## src/rtl/pipeline_hazard_controller_pkg.sv

```systemverilog
`default_nettype none
// ============================================================================
// Module   : pipeline_hazard_controller_pkg
// Purpose  : Shared types for the 5-stage pipeline hazard controller:
//            controller state encoding, default drain length and the
//            stall/flush/bubble control bundle consumed by the PC and the
//            IF/ID and ID/EX pipeline registers.
// Ports    : none (package)
// Revision : 1.0 - initial release
// ============================================================================
package pipeline_hazard_controller_pkg;

  typedef enum logic [1:0] {
    HS_RUN    = 2'd0,
    HS_DRAIN  = 2'd1,
    HS_HALTED = 2'd2
  } HazardState;

  // Cycles from ID-stage EBREAK/illegal acceptance until every older
  // instruction has retired out of WB.
  localparam int DEFAULT_DRAIN_CYCLES = 3;

  typedef struct packed {
    logic pc_stall;
    logic if_id_hold;
    logic if_id_flush;
    logic id_ex_bubble;
  } HazardCtrl;

endpackage
`default_nettype wire

```

## src/rtl/pipeline_hazard_controller_if.sv

```systemverilog
`default_nettype none
// ============================================================================
// Module   : pipeline_hazard_controller_if
// Purpose  : Bundle between the pipeline datapath and the hazard controller.
// Ports    : master - pipeline side: drives ID/EX status, receives controls
//            slave  - controller side: reads ID/EX status, drives controls
//            Signals: id_valid, id_rs1, id_rs2, id_uses_rs1, id_uses_rs2,
//            id_is_ebreak, id_invalid, ex_valid, ex_is_load, ex_rd,
//            ex_branch_taken, ctrl (HazardCtrl)
// Revision : 1.0 - initial release
// ============================================================================
interface pipeline_hazard_controller_if;
  import pipeline_hazard_controller_pkg::*;

  logic       id_valid;
  logic [4:0] id_rs1;
  logic [4:0] id_rs2;
  logic       id_uses_rs1;
  logic       id_uses_rs2;
  logic       id_is_ebreak;
  logic       id_invalid;
  logic       ex_valid;
  logic       ex_is_load;
  logic [4:0] ex_rd;
  logic       ex_branch_taken;
  HazardCtrl  ctrl;

  modport master (
    output id_valid, id_rs1, id_rs2, id_uses_rs1, id_uses_rs2,
           id_is_ebreak, id_invalid, ex_valid, ex_is_load, ex_rd,
           ex_branch_taken,
    input  ctrl
  );

  modport slave (
    input  id_valid, id_rs1, id_rs2, id_uses_rs1, id_uses_rs2,
           id_is_ebreak, id_invalid, ex_valid, ex_is_load, ex_rd,
           ex_branch_taken,
    output ctrl
  );

endinterface
`default_nettype wire

```

## src/rtl/pipeline_hazard_controller_load_use_detector.sv

```systemverilog
`default_nettype none
// ============================================================================
// Module   : load_use_detector
// Purpose  : Combinational load-use hazard comparator: the instruction in ID
//            reads a register that the load currently in EX has not yet
//            produced. x0 never creates a hazard.
// Ports    : ex_valid, ex_is_load, ex_rd      - EX-stage producer
//            id_valid, id_rs1/2, id_uses_rs1/2 - ID-stage consumer
//            luh                              - hazard present
// Revision : 1.0 - initial release
// ============================================================================
module load_use_detector (
  input  wire logic       ex_valid,
  input  wire logic       ex_is_load,
  input  wire logic [4:0] ex_rd,
  input  wire logic       id_valid,
  input  wire logic [4:0] id_rs1,
  input  wire logic [4:0] id_rs2,
  input  wire logic       id_uses_rs1,
  input  wire logic       id_uses_rs2,
  output logic            luh
);

  logic rs1_hit;
  logic rs2_hit;

  assign rs1_hit = id_uses_rs1 && (id_rs1 == ex_rd);
  assign rs2_hit = id_uses_rs2 && (id_rs2 == ex_rd);
  assign luh     = ex_valid && ex_is_load && id_valid && (ex_rd != 5'd0) &&
                   (rs1_hit || rs2_hit);

endmodule
`default_nettype wire

```

## src/rtl/pipeline_hazard_controller.sv

```systemverilog
`default_nettype none
// ============================================================================
// Module   : pipeline_hazard_controller
// Purpose  : Stall/flush/bubble sequencing for the 5-stage pipeline:
//            load-use stalls, taken-branch flushes and the EBREAK/illegal
//            drain-to-halt sequence, with saturating performance counters.
// Ports    : clk, reset          - clock, synchronous active-high reset
//            hz (slave)          - ID/EX status in, HazardCtrl out (comb)
//            halted, trap        - registered halt status
//            stall_count         - load-use stall cycles (saturating)
//            flush_count         - redirect flushes (saturating)
// Revision : 1.0 - initial release
// ============================================================================
module pipeline_hazard_controller
  import pipeline_hazard_controller_pkg::*;
#(
  parameter int DRAIN_CYCLES = DEFAULT_DRAIN_CYCLES,
  parameter int CNT_W        = 32
) (
  input  wire logic                  clk,
  input  wire logic                  reset,
  pipeline_hazard_controller_if.slave hz,
  output logic                       halted,
  output logic                       trap,
  output logic [CNT_W-1:0]           stall_count,
  output logic [CNT_W-1:0]           flush_count
);

  localparam int DW = (DRAIN_CYCLES > 1) ? $clog2(DRAIN_CYCLES) : 1;

  HazardState     state;
  logic [DW-1:0]  drain_cnt;
  logic           trap_pending;
  logic           luh;
  logic           halt_req;
  HazardCtrl      ctrl;

  load_use_detector u_luh (
    .ex_valid    (hz.ex_valid),
    .ex_is_load  (hz.ex_is_load),
    .ex_rd       (hz.ex_rd),
    .id_valid    (hz.id_valid),
    .id_rs1      (hz.id_rs1),
    .id_rs2      (hz.id_rs2),
    .id_uses_rs1 (hz.id_uses_rs1),
    .id_uses_rs2 (hz.id_uses_rs2),
    .luh         (luh)
  );

  assign halt_req = hz.id_valid && (hz.id_is_ebreak || hz.id_invalid);

  // Controls are combinational so the pipeline registers react in the same
  // cycle the hazard is seen. Priority in RUN: branch, load-use, halt.
  always_comb begin
    ctrl = '0;
    case (state)
      HS_RUN: begin
        if (hz.ex_branch_taken) begin
          ctrl.if_id_flush  = 1'b1;
          ctrl.id_ex_bubble = 1'b1;
        end else if (luh) begin
          ctrl.pc_stall     = 1'b1;
          ctrl.if_id_hold   = 1'b1;
          ctrl.id_ex_bubble = 1'b1;
        end else if (halt_req) begin
          // The EBREAK/illegal itself enters EX as the decoder's NOP.
          ctrl.pc_stall    = 1'b1;
          ctrl.if_id_flush = 1'b1;
        end
      end
      HS_DRAIN: begin
        ctrl.pc_stall     = 1'b1;
        ctrl.if_id_flush  = 1'b1;
        ctrl.id_ex_bubble = hz.ex_branch_taken;
      end
      HS_HALTED: begin
        ctrl.pc_stall     = 1'b1;
        ctrl.if_id_flush  = 1'b1;
        ctrl.id_ex_bubble = 1'b1;
      end
      default: ctrl = '0;
    endcase
  end

  assign hz.ctrl = ctrl;

  always_ff @(posedge clk) begin
    if (reset) begin
      state        <= HS_RUN;
      drain_cnt    <= '0;
      trap_pending <= 1'b0;
      halted       <= 1'b0;
      trap         <= 1'b0;
      stall_count  <= '0;
      flush_count  <= '0;
    end else begin
      case (state)
        HS_RUN: begin
          if (hz.ex_branch_taken) begin
            if (!(&flush_count)) flush_count <= flush_count + CNT_W'(1);
          end else if (luh) begin
            if (!(&stall_count)) stall_count <= stall_count + CNT_W'(1);
          end else if (halt_req) begin
            trap_pending <= hz.id_invalid;
            drain_cnt    <= DW'(DRAIN_CYCLES - 1);
            state        <= HS_DRAIN;
          end
        end
        HS_DRAIN: begin
          if (hz.ex_branch_taken) begin
            // An older instruction redirected: the halt was speculative.
            state        <= HS_RUN;
            trap_pending <= 1'b0;
            if (!(&flush_count)) flush_count <= flush_count + CNT_W'(1);
          end else if (drain_cnt == '0) begin
            state  <= HS_HALTED;
            halted <= 1'b1;
            trap   <= trap_pending;
          end else begin
            drain_cnt <= drain_cnt - DW'(1);
          end
        end
        HS_HALTED: begin
          state <= HS_HALTED;
        end
        default: state <= HS_RUN;
      endcase
    end
  end

endmodule
`default_nettype wire

```

## src/flat_wrapper.sv

```systemverilog
// flat-port wrapper written by rule: the top's interface ports become plain ports
module pipeline_hazard_controller_flat import pipeline_hazard_controller_pkg::*;
#(
  parameter int DRAIN_CYCLES = DEFAULT_DRAIN_CYCLES,
  parameter int CNT_W        = 32
)
  (clk, reset, halted, trap, stall_count, flush_count, hz_id_valid, hz_id_rs1, hz_id_rs2, hz_id_uses_rs1, hz_id_uses_rs2, hz_id_is_ebreak, hz_id_invalid, hz_ex_valid, hz_ex_is_load, hz_ex_rd, hz_ex_branch_taken, hz_ctrl);
  pipeline_hazard_controller_if hz_i ();
  input  wire logic clk;
  input  wire logic reset;
  output logic halted;
  output logic trap;
  output logic [CNT_W-1:0] stall_count;
  output logic [CNT_W-1:0] flush_count;
  input wire logic [$bits(hz_i.id_valid)-1:0] hz_id_valid;
  input wire logic [$bits(hz_i.id_rs1)-1:0] hz_id_rs1;
  input wire logic [$bits(hz_i.id_rs2)-1:0] hz_id_rs2;
  input wire logic [$bits(hz_i.id_uses_rs1)-1:0] hz_id_uses_rs1;
  input wire logic [$bits(hz_i.id_uses_rs2)-1:0] hz_id_uses_rs2;
  input wire logic [$bits(hz_i.id_is_ebreak)-1:0] hz_id_is_ebreak;
  input wire logic [$bits(hz_i.id_invalid)-1:0] hz_id_invalid;
  input wire logic [$bits(hz_i.ex_valid)-1:0] hz_ex_valid;
  input wire logic [$bits(hz_i.ex_is_load)-1:0] hz_ex_is_load;
  input wire logic [$bits(hz_i.ex_rd)-1:0] hz_ex_rd;
  input wire logic [$bits(hz_i.ex_branch_taken)-1:0] hz_ex_branch_taken;
  output wire logic [$bits(hz_i.ctrl)-1:0] hz_ctrl;
  assign hz_i.id_valid = hz_id_valid;
  assign hz_i.id_rs1 = hz_id_rs1;
  assign hz_i.id_rs2 = hz_id_rs2;
  assign hz_i.id_uses_rs1 = hz_id_uses_rs1;
  assign hz_i.id_uses_rs2 = hz_id_uses_rs2;
  assign hz_i.id_is_ebreak = hz_id_is_ebreak;
  assign hz_i.id_invalid = hz_id_invalid;
  assign hz_i.ex_valid = hz_ex_valid;
  assign hz_i.ex_is_load = hz_ex_is_load;
  assign hz_i.ex_rd = hz_ex_rd;
  assign hz_i.ex_branch_taken = hz_ex_branch_taken;
  assign hz_ctrl = hz_i.ctrl;
  pipeline_hazard_controller #(.DRAIN_CYCLES(DRAIN_CYCLES), .CNT_W(CNT_W)) u_core (.clk(clk), .reset(reset), .hz(hz_i), .halted(halted), .trap(trap), .stall_count(stall_count), .flush_count(flush_count));
endmodule
```

## config.mk

```make
export PLATFORM = sky130hd
export DESIGN_NAME = pipeline_hazard_controller_flat
export DESIGN_NICKNAME = d
export VERILOG_FILES = /design/src/rtl/pipeline_hazard_controller_pkg.sv /design/src/rtl/pipeline_hazard_controller_if.sv /design/src/rtl/pipeline_hazard_controller_load_use_detector.sv /design/src/rtl/pipeline_hazard_controller.sv /design/src/flat_wrapper.sv
export SDC_FILE = /design/constraint.sdc
export NUM_CORES = 1
export LEC_CHECK = 0
export BUFFER_PORTS_ARGS = -buffer_cell sky130_fd_sc_hd__clkbuf_2
export CAP_MARGIN = 10
export CORE_MARGIN = 1.5
export CORE_UTILIZATION = 48
export DETAILED_ROUTE_END_ITERATION = 10
export GPL_ROUTABILITY_DRIVEN = 1
export GPL_TIMING_DRIVEN = 1
export PLACE_DENSITY = 0.76
export SYNTH_ARGS = -nofsm -noshare
export SYNTH_HDL_FRONTEND = slang
export SYNTH_HIERARCHICAL = 1
export SYNTH_SLANG_ARGS = --single-unit
```

## constraint.sdc

```tcl
create_clock -name clk -period 2.35 [get_ports clk]
set_input_delay 0.47 -clock clk [delete_from_list [all_inputs] [get_ports clk]]
set_output_delay 0.47 -clock clk [all_outputs]
set_load 0.01 [all_outputs]
```

==> impl_metrics.ini, run 1 <==
[outcome]
status = complete, but fails checks
violations = setup timing

[sta]
setup_viol = 4
fmax_mhz = 406.6
rsz0062_at_grt = true
post-route-period-util_pct = 104.6
max_slew.worst_pin.slew_ps = 711.6
tns_ps = -236.7
skew_ps = 8.856
slew_headroom_pct = 52.06
hold_violations = 0
layout_setup_ws_ps = -109.3
slew_violations = 0
min_period_ps = 2459

[critical_path]
critical_path.slowest_cell = or4_4
worstPathArrival_ps = 1990
critPathMaxStageDelay_ps = 540
cp.required_ps = 1880
worstPathCellList = buf_8, or4_4, o2111ai_4, a21oi_2, buf_4, nand2b_4, a31oi_1, nor2_1, buf_2
r2r_slack_ps = 200
cp_num_buf_inv = 3
critical_path_class = in2out
path_delay_family = simple AND/OR/NAND/NOR gates
start_kind = input port
critPathMaxFanout = 5
end_kind = output port

[synth]
ys_top_cells_by_area = dfxtp_1 37%, a21oi_1 7.4%, or3_1 4.7%
async_flop_share_pct = 0
synth.net_count = 510
synth-edff-count = 0
synth_commonest_cells = 71 x dfxtp_1, 57 x a21oi_1, 36 x nand2_1, 36 x nor2_1
synth-main-ff-cell = dfxtp_1
synth_top_area_share_pct = 36.87
syn_area_um2 = 3855
yosysUniqueCellTypes = 46
synth-seq-area-share_pct = 36.87
syn_inst = 478
ys.warnings.count = 6
ys_seq_elements = 71
yosysTopAreaCell = dfxtp_1
synth.most_common_cell = dfxtp_1
syn_avg_cell_area_um2 = 8.065

[clock_network]
post-cts-setup-buffers = 0
numCtsBuffers = 9
cts.sinks = 71
cts-root-buf = clkbuf_8
clock_path_buffers = 2
clk_pin_slew_ps = 70
clk-insertion-delay-late_ps = 350
holdBufCountCts = 0
htree_levels = 3
cts_tree = yes

[worst_hold_path]
hp-class = reg2reg

[grt]
grt_pass1_wl_um = 16910
grt_max_degree = 42
grt.total_usage_pct = 23.97
grt_pass1_vias = 3802
grt-ovfl-total = 0
antenna_found_initial = 0

[cells_and_area]
num-nets-final = 620
areaGrowthSynthToFinish_pct = 25.41
fill_cells = 712
drive_gt1_share_pct = 27.15
regArea_um2 = 1421
finalNonFillerCells = 695
multi_input_area_um2 = 2351
fin_area_um2 = 4835
antenna_cells = 0

[flow_run]
maxCapViolCount = 0

[power]
peakVddDrop_v = 0.0003207
p_per_area_nw_per_um2 = 520.9
cellLeakagePower_nw = 1.818
total_power_mw = 2.519

[placement]
place.gp.congestion = 0.8588
place_area_um2 = 4589
numPortBuffers = 94
dpl.hpwl_um = 7216
post-place-cells = 679

[drt]
drt_first_pass_iters = 5
via_per_inst = 5.882
drtIter0Drc = 179
drt-total-wl_um = 9921
drc = 0
ant_nets = 0
wl_per_cell_um = 14.27
via_count = 4088

[die]
design.portCount = 95
rows = 32
die_area_um2 = 8578
die_y_um = 92.62
core-area_um2 = 7767
dieWidth_um = 92.62
start_util_pct = 49.63
[timing repair]
action | in CTS | in global routing
pin swaps | 9 | 10
setup endpoints to repair | 4 | 18
hold endpoints to repair | 0 | 0
gates resized for setup | 5 | 15
[final cells by class]
cell class / instances / area share (%)
timing repair buffer: 119 / 14.78
tap: 102 / 2.640
inverter: 12 / 0.9317
clock inverter: 4 / 0.4141
sequential: 71 / 29.40
clock buffer: 12 / 3.209
multi-input combinational: 375 / 48.63
[worst paths after layout]
path                                       startpoint                      to  cells after the start
worst max-delay path                      hz_ex_rd[4]              hz_ctrl[3]                      9
worst min-delay path              u_core/drain_cnt[0]     u_core/drain_cnt[0]                      2
worst max register to register  u_core/flush_count[0]  u_core/flush_count[25]                      6
worst min register to register    u_core/drain_cnt[0]     u_core/drain_cnt[0]                      2
[tightest hold or removal path, delay by kind of cell (launching register included)]
family,cells,cell delay [ps]
simple gates,1,50
compound gates,1,50
flops,1,310
[through the flow]
stage	util, %	hold WS [ps]	setup WS (ps)
6_report	62.24	455.2	-109.3
5_1_grt	62.24	474.9	-186.1
4_1_cts	61.68	457.6	-116.0
3_5_place_dp	59.09	447.4	-222.2
3_3_place_gp	59.09	442.4	-133.0
2_1_floorplan	-	436.3	-4.673
[state kept, by name, summed over array words and instances (netlist names)]
name and cells:
u_core/state 2, u_core/trap 1, u_core/drain_cnt 2, u_core/stall_count 32
u_core/trap_pending 1, u_core/halted 1, u_core/flush_count 32
[cell families after synthesis]
group | Yosys count | synth area share (%)
flip-flops | 71 | 36.87
buffers and inverters | 32 | 3.570
AND/OR/NAND/NOR | 213 | 31.00
adder cells (fa/ha/maj) | 7 | 2.272
AO/OA/AOI/OAI | 126 | 19.31
XOR/XNOR | 22 | 4.998
multiplexers | 7 | 1.980
[power breakdown]
part	switching, mW	total [mW]	internal (mW)
Combinational	0.220	0.387	0.167
Sequential	0.0238	1.25	1.23
Clock	0.445	0.879	0.434
Total	0.689	2.52	1.83
[per-layer routing]
layer | global-route usage [%] | share of wire [%] | up-vias
met2 | 41.48 | 50 | 120
met3 | 3.612 | 4.9 | 19
met5 | 0 | 0 | -
li1 | - | - | 2020
met1 | 29.79 | 43 | 1929
met4 | 9.470 | 2.0 | 0
[layout by cell type, fill, tap and decap left out, types with 4 or more instances in the layout]
| master | Yosys | routed |
|---|---|---|
| a21oi_1 | 57 | 55 |
| a31oi_1 | 5 | 5 |
| and3_1 | 9 | 9 |
| and4_1 | 9 | 9 |
| buf_4 | 1 | 23 |
| clkbuf_2 | 0 | 88 |
| clkbuf_8 | 0 | 11 |
| clkinv_2 | 0 | 4 |
| dfxtp_1 | 71 | 71 |
| ha_1 | 7 | 7 |
| inv_1 | 12 | 12 |
| mux2_2 | 5 | 5 |
| nand2_1 | 36 | 36 |
| nand3_1 | 28 | 28 |
| nand4_1 | 19 | 19 |
| nor2_1 | 36 | 36 |
| nor2b_1 | 7 | 7 |
| nor3_1 | 4 | 4 |
| o21ai_0 | 29 | 28 |
| o31ai_1 | 20 | 20 |
| or3_1 | 29 | 29 |
| or4_1 | 21 | 20 |
| xnor2_1 | 10 | 10 |
| xor2_1 | 12 | 11 |
Power figures use the tool's default switching activity.
==> inputs of run 2 (changes only) <==
--- a/config.mk
+++ b/config.mk
@@ -7,7 +7,6 @@
 export LEC_CHECK = 0
 export BUFFER_PORTS_ARGS = -buffer_cell sky130_fd_sc_hd__clkbuf_2
 export CAP_MARGIN = 10
-export CORE_MARGIN = 1.5
 export CORE_UTILIZATION = 48
 export DETAILED_ROUTE_END_ITERATION = 10
 export GPL_ROUTABILITY_DRIVEN = 1
@@ -17,3 +16,4 @@
 export SYNTH_HDL_FRONTEND = slang
 export SYNTH_HIERARCHICAL = 1
 export SYNTH_SLANG_ARGS = --single-unit
+export TNS_END_PERCENT = 10
==> impl_metrics.ini, run 2 (synthesized netlist as in run 1, its figures left out) <==
[drt]
ant_nets = 0
via_count = 4020
wl_per_cell_um = 14.23
drtIter0Drc = 179
via_per_inst = 5.818
drc = 0
drt_first_pass_iters = 5
drt-total-wl_um = 9835

[die]
die_y_um = 91.62
dieWidth_um = 91.62
rows = 32
start_util_pct = 49.89
die_area_um2 = 8393
design.portCount = 95
core-area_um2 = 7727

[power]
p_sw_mw = 0.7236
clkPwrFrac_pct = 38.2
power.share.combinational_pct = 14.3
p_per_area_nw_per_um2 = 550.3
p_int_mw = 1.915
cellLeakagePower_nw = 1.784
seqPwrFrac_pct = 47.4
total_power_mw = 2.638
p_sw_share_pct = 27.43
peakVddDrop_v = 0.0002916

[cells_and_area]
final_common_cell = clkbuf_2
final_cell_mix = 92 x clkbuf_2, 71 x dfxtp_1, 56 x a21oi_1
num-nets-final = 616
areaGrowthSynthToFinish_pct = 24.38
reg_top3 = u_core/flush_count x32, u_core/stall_count x32
antenna_cells = 0
drive_gt1_share_pct = 26.15

[clock_network]
clk_pin_slew_ps = 80
cts-root-buf = clkbuf_8
holdBufCountCts = 0
htree_levels = 3
cts.sinks = 71
post-cts-setup-buffers = 0
clock_path_buffers = 2
cts_tree = yes
numCtsBuffers = 9
clk-insertion-delay-late_ps = 340

[sta]
layout_setup_ws_ps = -80.08
slew_violations = 0
holdWs_ps = 456.1
skew_ps = 9.286
max_slew.worst_pin.slew_ps = 460.0
hold_violations = 0
rsz0062_at_grt = true
slew_headroom_pct = 69.01
setup_viol = 3
min_period_ps = 2430
post-route-period-util_pct = 103.4
fmax_mhz = 411.5

[critical_path]
critPathMaxFanout = 5
end_kind = output port
start_kind = input port
cp.required_ps = 1880
critical_path_class = in2out
worstPathArrival_ps = 1960

[grt]
antenna_found_initial = 0
grt_pass1_vias = 3672
grt.total_usage_pct = 23.77
grt_max_degree = 78
grt-ovfl-total = 0
grt_pass1_wl_um = 16510

[flow_run]
maxCapViolCount = 0

[placement]
place.gp.congestion = 0.8794
post-place-ws_ps = -279.6
numPortBuffers = 94
dpl.hpwl_um = 7061

[outcome]
status = complete, but fails checks
violations = setup timing

[worst_hold_path]
hp-class = reg2reg
[run 2: area by class of cell]
class	instances	area, µm²
Fill cell	710	2933
Clock buffer	10	137.6
Clock inverter	6	68.82
Sequential cell	71	1421
Inverter	12	45.04
Multi-Input combinational cell	375	2320
Tap cell	102	127.6
Timing Repair Buffer	115	674.4
[run 2: final timing paths]
| check | startpoint | end | slack [ps] | cells after the start |
|---|---|---|---|---|
| setup / recovery | hz_ex_rd[0] | hz_ctrl[3] | -80 | 9 |
| hold / removal | u_core/trap | u_core/trap | 460 | 2 |
| setup reg to reg | u_core/flush_count[0] | u_core/flush_count[25] | 170 | 6 |
| hold reg to reg | u_core/trap | u_core/trap | 460 | 2 |
[run 2: timing repair]
| action | 4_1_cts | 5_1_grt |
|---|---|---|
| resized for setup | 4 | 4 |
| cloned | 0 | 0 |
| hold endpoints to repair | 0 | 0 |
| endpoints found under the setup margin | 3 | 10 |
| pin swaps | 2 | 0 |
[run 2: layer usage]
layer / track usage, % / vias to the layer above / part of all wire [%]
met5: 0 / - / 0
met4: 6.349 / 0 / 0.56
met3: 5.307 / 6 / 3.7
met2: 41.92 / 83 / 50
met1: 29.01 / 1923 / 46
li1: - / 2008 / -
[run 2: metrics by stage]
step,cells,setup TNS (ps),instance area (µm²),util (%)
floorplan,478,-22.08,3865,-
global placement,675,-2655,4559,59.00
detailed placement,675,-5493,4559,59.00
CTS,691,-156.4,4785,61.92
global route,691,-443.0,4795,62.05
finish,691,-177.7,4795,62.05
[run 2: power by group through the flow]
| stage | clock (mW) | sequential (mW) | combinational [mW] |
|---|---|---|---|
| 6_report | 1.01 | 1.25 | 0.379 |
| 5_1_grt | 1.09 | 1.26 | 0.421 |
| 4_1_cts | 1.03 | 1.25 | 0.377 |
| 3_5_place_dp | 0 | 1.28 | 0.372 |
| 3_3_place_gp | 0 | 1.28 | 0.361 |
| 2_1_floorplan | 0 | 1.28 | 0.230 |
[run 2: worst max-delay path, cell delays in order]
cell       delay [ps]
clkbuf_8          120
or4_4             530
o2111ai_2         180
a21oi_2            60
buf_4             150
nand2b_1          130
a31oi_1           150
nor2_1             50
clkbuf_2          120
==> inputs of run 3 (changes only) <==
--- a/config.mk
+++ b/config.mk
@@ -12,6 +12,7 @@
 export GPL_ROUTABILITY_DRIVEN = 1
 export GPL_TIMING_DRIVEN = 1
 export PLACE_DENSITY = 0.76
+export RECOVER_POWER = 25
 export SYNTH_ARGS = -nofsm -noshare
 export SYNTH_HDL_FRONTEND = slang
 export SYNTH_HIERARCHICAL = 1
==> impl_metrics.ini, run 3 (synthesized netlist as in run 1, its figures left out) <==
[cells_and_area]
final_common_cell = dfxtp_1
reg_top3 = u_core/flush_count x32, u_core/stall_count x32
num-nets-final = 616
final_cell_mix = 71 x dfxtp_1, 58 x clkbuf_2, 56 x a21oi_1
fill_cells = 729
areaGrowthSynthToFinish_pct = 23.27
drive_gt1_share_pct = 20.37
finalNonFillerCells = 691
antenna_cells = 0

[grt]
grt_pass1_vias = 3672
grt.total_usage_pct = 23.77
grtUsageMet3_pct = 5.307
grt_pass1_wl_um = 16510
antenna_found_initial = 0
grt_max_degree = 78
met2_usage_pct = 41.92
grt-ovfl-total = 0
use_met1_pct = 29.01
busiest_layer = met2

[outcome]
status = complete, but fails checks
violations = setup timing

[placement]
numPortBuffers = 94
post-place-ws_ps = -279.6
post-place-cells = 675
dpl.hpwl_um = 7061
place.gp.congestion = 0.8794

[critical_path]
critical_path_class = in2out
end_kind = output port
worstPathArrival_ps = 1950
critPathMaxFanout = 5
start_kind = input port
cp.required_ps = 1880
reg2reg_depth = 6

[drt]
drt-total-wl_um = 9905
via_per_inst = 5.865
drc = 0
drt_first_pass_iters = 5
via_count = 4053
ant_nets = 0
drtIter0Drc = 167
wl_per_cell_um = 14.33

[clock_network]
holdBufCountCts = 0
clk-insertion-delay-late_ps = 340
post-cts-setup-buffers = 0
cts-root-buf = clkbuf_8
cts.sinks = 71
clk_pin_slew_ps = 80
cts_tree = yes
clock_path_buffers = 2
htree_levels = 3
numCtsBuffers = 9

[worst_hold_path]
hp-class = reg2reg
hold_depth = 2

[sta]
rsz0062_at_grt = true
holdWs_ps = 455.9
max_slew.worst_pin.slew_ps = 453.6
post-route-period-util_pct = 103.1
skew_ps = 9.888
slew_headroom_pct = 69.44
setup_viol = 3
fmax_mhz = 412.7
layout_setup_ws_ps = -73.07
min_period_ps = 2423
slew_violations = 0
hold_violations = 0

[power]
p_per_area_nw_per_um2 = 554.3
total_power_mw = 2.634
cellLeakagePower_nw = 1.667
peakVddDrop_v = 0.0002910

[die]
rows = 32
design.portCount = 95
start_util_pct = 49.89
dieWidth_um = 91.62
die_area_um2 = 8393
core-area_um2 = 7727
die_y_um = 91.62

[flow_run]
maxCapViolCount = 0
run 3: cell count changes in the layout (fill, tap and decap cells not counted):
cell	change
clkbuf_1	+34
clkbuf_2	-34
run 3: routing by layer:
layer,routed length [µm],share of wire [%]
met2,4942,50
met5,0,0
met4,53,0.54
met1,4451,45
met3,458,4.6
run 3: final timing paths:
| path | start | endpoint | slack [ps] |
|---|---|---|---|
| setup / recovery | hz_ex_rd[0] | hz_ctrl[3] | -70 |
| hold / removal | u_core/trap | u_core/trap | 460 |
| setup reg to reg | u_core/flush_count[0] | u_core/flush_count[25] | 170 |
| hold reg to reg | u_core/trap | u_core/trap | 460 |
run 3: report_power, final:
part	total [mW]	switching [mW]	internal, mW	leakage, nW
registers	1.25	0.0237	1.23	0.573
logic	0.376	0.214	0.162	1.00
clock network	1.01	0.484	0.522	0.0912
run 3: what timing repair did:
item / 4_1_cts / 5_1_grt
endpoints found under the setup margin: 3 / 10
resized for setup: 4 / 4
pin swaps: 2 / 0
run 3: stage by stage:
stage / instance area (µm²) / utilization, % / setup TNS (ps)
floorplan: 3865 / - / -22.08
global placement: 4559 / 59.00 / -2655
detailed placement: 4559 / 59.00 / -5493
CTS: 4785 / 61.92 / -156.4
global route: 4752 / 61.50 / -443.0
finish: 4752 / 61.50 / -172.5
run 3: worst max-delay path, cell delays in order:
cell       delay, ps
clkbuf_8         120
or4_4            530
o2111ai_2        180
a21oi_2           60
buf_4            150
nand2b_1         130
a31oi_1          140
nor2_1            50
clkbuf_2         120
run 3: final cells by class:
class	count	area, µm²	area share, %
multi-input cells	375	2320	48.82
flip-flops and latches	71	1421	29.91
repair buffers	115	631.9	13.30
clock buffers	10	137.6	2.896
well taps	102	127.6	2.686
clock inverters	6	68.82	1.448
inverters	12	45.04	0.9479
